File: src/rtl/multdiv_pkg.sv
// Shared definitions for the mult/div sequencer: op encoding, FSM states,
// default watchdog limit.
package multdiv_pkg;

    localparam logic OP_MULT         = 1'b0;
    localparam logic OP_DIV          = 1'b1;
    localparam int   TIMEOUT_DEFAULT = 40;

    typedef enum logic [1:0] {
        IDLE  = 2'd0,
        START = 2'd1,
        WAIT  = 2'd2,
        DONE  = 2'd3
    } state_t;

    function automatic logic is_div_by_zero(input logic op, input logic [31:0] b);
        return (op == OP_DIV) && (b == 32'd0);
    endfunction

endpackage

File: src/rtl/multdiv_wait_cnt.sv
// Watchdog counter for the WAIT state: synchronous clear/enable, flags the
// last allowed cycle (cnt == TIMEOUT-1).
module multdiv_wait_cnt
    import multdiv_pkg::*;
#(
    parameter int TIMEOUT = TIMEOUT_DEFAULT
) (
    input  logic       clock,
    input  logic       reset,
    input  logic       clr,
    input  logic       en,
    output logic [7:0] cnt,
    output logic       expired
);

    logic [7:0] cnt_r;

    // Cycle counter; clear wins over enable.
    always_ff @(posedge clock) begin
        if (reset) begin
            cnt_r <= 8'd0;
        end else if (clr) begin
            cnt_r <= 8'd0;
        end else if (en) begin
            cnt_r <= cnt_r + 8'd1;
        end else begin
            cnt_r <= cnt_r;
        end
    end

    assign cnt     = cnt_r;
    assign expired = (cnt_r == 8'(TIMEOUT - 1));

endmodule

File: src/rtl/multdiv_ctrl.sv
// Request/response sequencer in front of the shared mult/div datapath.
// Optional fast divide-by-zero completion: MULTDIV_DIV0_FAST_EN.
module multdiv_ctrl
    import multdiv_pkg::*;
#(
    parameter int DATA_W  = 32,
    parameter int TAG_W   = 5,
    parameter int TIMEOUT = TIMEOUT_DEFAULT
) (
    input  logic              clock,
    input  logic              reset,
    input  logic              req_valid,
    output logic              req_ready,
    input  logic              req_op,
    input  logic [DATA_W-1:0] req_a,
    input  logic [DATA_W-1:0] req_b,
    input  logic [TAG_W-1:0]  req_tag,
    output logic              dp_ctrl_MULT,
    output logic              dp_ctrl_DIV,
    output logic [DATA_W-1:0] dp_operandA,
    output logic [DATA_W-1:0] dp_operandB,
    input  logic [DATA_W-1:0] dp_result,
    input  logic              dp_exception,
    input  logic              dp_resultRDY,
    output logic              rsp_valid,
    input  logic              rsp_ready,
    output logic [DATA_W-1:0] rsp_result,
    output logic              rsp_exception,
    output logic [TAG_W-1:0]  rsp_tag,
    output logic              busy,
    output logic              timeout_err
);

    state_t              state_r, state_s;
    logic [DATA_W-1:0]   a_r, b_r, res_r;
    logic [TAG_W-1:0]    tag_r;
    logic                exc_r, tmo_r, ctrl_mult_r, ctrl_div_r, rsp_valid_r, busy_r;
    logic                accept_s, fast_s, cap_s, tmo_s, cnt_clr_s, cnt_en_s;
    logic                ready_s, expired_s;
    logic [7:0]          cnt_s;

    assign ready_s  = (state_r == IDLE) | ((state_r == DONE) & rsp_ready);
    assign accept_s = req_valid & ready_s;

`ifdef MULTDIV_DIV0_FAST_EN
    assign fast_s = accept_s & is_div_by_zero(req_op, 32'(req_b));
`else
    assign fast_s = 1'b0;
`endif

    multdiv_wait_cnt #(.TIMEOUT(TIMEOUT)) u_wait_cnt (
        .clock   (clock),
        .reset   (reset),
        .clr     (cnt_clr_s),
        .en      (cnt_en_s),
        .cnt     (cnt_s),
        .expired (expired_s)
    );

    // Next-state and per-state control strobes.
    always_comb begin
        state_s   = state_r;
        cnt_clr_s = 1'b0;
        cnt_en_s  = 1'b0;
        cap_s     = 1'b0;
        tmo_s     = 1'b0;
        case (state_r)
            IDLE: begin
                if (accept_s) begin
                    state_s = fast_s ? DONE : START;
                end else begin
                    state_s = IDLE;
                end
            end
            START: begin
                cnt_clr_s = 1'b1;
                state_s   = WAIT;
            end
            WAIT: begin
                // cnt == 0 is the first WAIT cycle: a ready still high from the previous op is ignored
                if (dp_resultRDY && (cnt_s != 8'd0)) begin
                    cap_s   = 1'b1;
                    state_s = DONE;
                end else if (expired_s) begin
                    tmo_s   = 1'b1;
                    state_s = DONE;
                end else begin
                    cnt_en_s = 1'b1;
                    state_s  = WAIT;
                end
            end
            DONE: begin
                if (accept_s) begin
                    state_s = fast_s ? DONE : START;
                end else if (rsp_ready) begin
                    state_s = IDLE;
                end else begin
                    state_s = DONE;
                end
            end
            default: begin
                state_s = IDLE;
            end
        endcase
    end

    // State, operand, response and status registers.
    always_ff @(posedge clock) begin
        if (reset) begin
            state_r     <= IDLE;
            a_r         <= {DATA_W{1'b0}};
            b_r         <= {DATA_W{1'b0}};
            tag_r       <= {TAG_W{1'b0}};
            res_r       <= {DATA_W{1'b0}};
            exc_r       <= 1'b0;
            tmo_r       <= 1'b0;
            ctrl_mult_r <= 1'b0;
            ctrl_div_r  <= 1'b0;
            rsp_valid_r <= 1'b0;
            busy_r      <= 1'b0;
        end else begin
            state_r <= state_s;
            if (accept_s) begin
                a_r   <= req_a;
                b_r   <= req_b;
                tag_r <= req_tag;
            end else begin
                a_r   <= a_r;
                b_r   <= b_r;
                tag_r <= tag_r;
            end
            if (fast_s || tmo_s) begin
                res_r <= {DATA_W{1'b0}};
                exc_r <= 1'b1;
            end else if (cap_s) begin
                res_r <= dp_result;
                exc_r <= dp_exception;
            end else begin
                res_r <= res_r;
                exc_r <= exc_r;
            end
            tmo_r       <= tmo_r | tmo_s;
            // Pulses are high exactly while the state register holds START
            ctrl_mult_r <= accept_s & ~fast_s & (req_op == OP_MULT);
            ctrl_div_r  <= accept_s & ~fast_s & (req_op == OP_DIV);
            rsp_valid_r <= (state_s == DONE);
            busy_r      <= (state_s != IDLE);
        end
    end

    assign req_ready     = ready_s;
    assign dp_ctrl_MULT  = ctrl_mult_r;
    assign dp_ctrl_DIV   = ctrl_div_r;
    assign dp_operandA   = a_r;
    assign dp_operandB   = b_r;
    assign rsp_valid     = rsp_valid_r;
    assign rsp_result    = res_r;
    assign rsp_exception = exc_r;
    assign rsp_tag       = tag_r;
    assign busy          = busy_r;
    assign timeout_err   = tmo_r;

endmodule

File: config.mk
export PLATFORM = sky130hd
export DESIGN_NAME = multdiv_ctrl
export DESIGN_NICKNAME = d
export VERILOG_FILES = /design/src/rtl/multdiv_pkg.sv /design/src/rtl/multdiv_wait_cnt.sv /design/src/rtl/multdiv_ctrl.sv
export SDC_FILE = /design/constraint.sdc
export NUM_CORES = 1
export LEC_CHECK = 0
export CORE_ASPECT_RATIO = 0.9
export CORE_MARGIN = 4
export CORE_UTILIZATION = 40
export CTS_BUF_LIST = sky130_fd_sc_hd__clkbuf_4 sky130_fd_sc_hd__clkbuf_8
export CTS_CLUSTER_DIAMETER = 120
export CTS_CLUSTER_SIZE = 10
export DETAILED_ROUTE_END_ITERATION = 6
export GPL_ROUTABILITY_DRIVEN = 0
export PLACE_DENSITY = 0.92
export SYNTH_ARGS = -nofsm -noshare
export SYNTH_HDL_FRONTEND = slang
export SYNTH_SLANG_ARGS = --single-unit
File: constraint.sdc
create_clock -name clock -period 2.55 [get_ports clock]
set_input_delay 0.51 -clock clock [delete_from_list [all_inputs] [get_ports clock]]
set_output_delay 0.51 -clock clock [all_outputs]
set_load 0.05 [all_outputs]
==> qor.yml <==
total_power_mw: 4.78
drtIter0Drc: 342
status: "finished clean"
synth-main-ff-cell: "dfxtp_1"
drt-pass1-iter-count: 5
fin_tns_setup_ps: 0
cts_tree: "built"
finalClockSkew_ps: 9.23
coreArea_sq_um: 10300
antennaDiodeCount: 0
drc: 0
synth_cell_types: 35
clk_latency_ps: 420
clock-sinks: 117
crit_arrival_ps: 1650
r2r_cells: 6
rrSetupSlack_ps: 390
hold_path.class: "in -> reg"
wl_per_cell_microns: 14.6
rsz0062_at_grt: "no"
reg2reg_from: "u_wait_cnt.cnt[0]"
crit_fanout: 3
hold_buffers: 0
routed_wl_mm: 12.8
crit_path_start_kind: "primary input"
cts_buffers: 17
fp.dieW_microns: 116
ios: 216
reg2reg_to: "u_wait_cnt.cnt[0]"
max_stage_delay_ps: 480
syn_inst: 528
synth_edf_count: 0
syn_to_final_growth_pct: 63.4
cap_violations: 0
whs_path_depth: 2
portBuffers: 215
synth_area_sq_um: 4220
nets: 844
cts_max_level: 4
slew_violations: 0
slowest_stage: "clkdlybuf4s50_1"
finalCritPeriodShare_pct: 84.8
clk_path_buf_depth: 2
min_from: "reset"
fp-row-count: 35
cts_root_buffer: "clkbuf_8"
synth-seq-area-share_pct: 55.5
crit_family: "buffers and inverters"
routed_via_density: 5.03
dieArea_sq_um: 12300
finalSetupViolCount: 0
initial_core_util_pct: 41.0
relSlewSlack_pct: 51.6
grt_pass1_vias: 4354
grt_start_max_net_pins: 73
crit_type: "in -> out"
avgSynthCellArea_sq_um: 8.00
die_h_microns: 105
cts_resized: 0
syn-num-nets: 638
overflow: 0
grt_use_total_pct: 20.4
fmaxAchievable_ghz: 0.463
synthArstFlopShare_pct: 0
worstMarginPinSlew_ps: 726
layout-drive-gt1-share_pct: 6.29
required_ps: 2040
setup_slack_ps: 388
grt_pass1_wl_mm: 19.8
whs_endpoint: "dp_operandA[18]"
min_period_ps: 2160
postCtsSetupBuffers: 0
pre_cts_ws_ps: 397
antenna_found_initial: 0
ys_warn_count: 0
ys_ff_latch: 117
crit_path_end_kind: "output port"
hold_violations: 0
leakagePower_nw: 2.50
critPathBufInv: 2
drtAntennaViolNets: 0
path_cells: "clkdlybuf4s50_1 > nand2_1 > a21oi_1 > buf_12"
vias: 4404
powerDensity_nw_per_um2: 692
dp_hpwl_mm: 9.33
ir_drop_v: 0.000557
clk_transition_reported_paths_ps: 70
## area by class of cell
class | count | area [sq um]
inverter | 6 | 22.5
clock inverter | 13 | 158
tap | 129 | 161
timing repair buffer | 221 | 2240
sequential | 117 | 2340
multi-input combinational | 371 | 1730
clock buffer | 19 | 249
fill | 762 | 3390
## how the worst max path moves through the flow
stage	startpoint	endpoint	slack, ps	depth (start not counted)
floorplan	state_r[1]	req_ready	580	3
global placement	rsp_ready	req_ready	410	4
detailed placement	u_wait_cnt.cnt[0]	u_wait_cnt.cnt[0]	400	6
CTS	dp_operandA[18]	dp_operandA[18]	380	1
global route	u_wait_cnt.cnt[0]	u_wait_cnt.cnt[0]	280	6
finish	rsp_ready	req_ready	390	4
## stage by stage
step | hold slack (ps) | cells | instance area [sq um] | util (%)
after global routing | 365 | 876 | 6900 | 67.0
after detailed placement | 447 | 844 | 6490 | 63.1
after CTS | 358 | 876 | 6900 | 67.0
final | 396 | 876 | 6900 | 67.0
after global placement | 441 | 844 | 6490 | 63.1
after floorplan | 482 | 528 | 4220 | -
## cells by family after synthesis
family / Yosys count / share of synthesized area, %
mux: 1 / 0.267
flops: 117 / 55.5
simple gates: 243 / 23.5
buf+inv: 40 / 3.79
compound gates: 124 / 16.2
fa+ha+maj: 2 / 0.593
xor+xnor: 1 / 0.208
## cells in the final DEF (no fill, tap or decap), drive strengths merged, types with 2 or more instances in the layout
master / synthesis / layout
clkdlybuf4s50: 0 / 213
nand2: 207 / 207
dfxtp: 117 / 117
a21oi: 106 / 106
clkbuf: 26 / 19
nor2: 9 / 9
buf: 8 / 8
inv: 6 / 7
clkinv: 0 / 5
o211ai: 4 / 4
nor4: 4 / 4
nor3: 4 / 4
clkinvlp: 0 / 4
or4: 4 / 4
nand2b: 3 / 3
nand4: 3 / 3
bufinv: 0 / 3
o21a: 3 / 3
nor2b: 2 / 2
a31o: 2 / 2
o31ai: 2 / 2
a31oi: 2 / 2
ha: 2 / 2
## power by group
group	leakage, nW	switching (mW)	internal [mW]	total, mW
Clock	0.199	0.733	0.984	1.72
Combinational	1.35	0.652	0.416	1.07
Sequential	0.954	0.0598	1.93	1.99
Total	2.50	1.44	3.33	4.78
## flip-flops by register name (all words and copies together), names as in the netlist
signal          flops
dp_ctrl_DIV         1
dp_operandB        32
dp_operandA        32
rsp_result         32
u_wait_cnt.cnt      8
timeout_err         1
rsp_valid           1
state_r             2
rsp_exception       1
dp_ctrl_MULT        1
busy                1
rsp_tag             5
## layer usage
metal | vias up | global-route usage, % | share of wire, %
met2 | 211 | 35.0 | 49
met4 | 0 | 8.37 | 2.0
met5 | - | 0 | 0
met1 | 2020 | 21.1 | 38
li1 | 2152 | - | -
met3 | 21 | 9.64 | 11
## Yosys cell counts (3+ instances only)
cell      instances  area, sq um
clkbuf_1         26         97.6
o211ai_1          4         30.0
nor4_1            4         25.0
inv_1             6         22.5
a21oi_1         106          531
nand2b_1          3         18.8
buf_2             8         40.0
nand2_1         207          777
dfxtp_1         117         2340
nor3_1            4         20.0
nand4_1           3         18.8
nor2_1            9         33.8
or4_1             3         22.5
(Power assumes the default switching activity.)
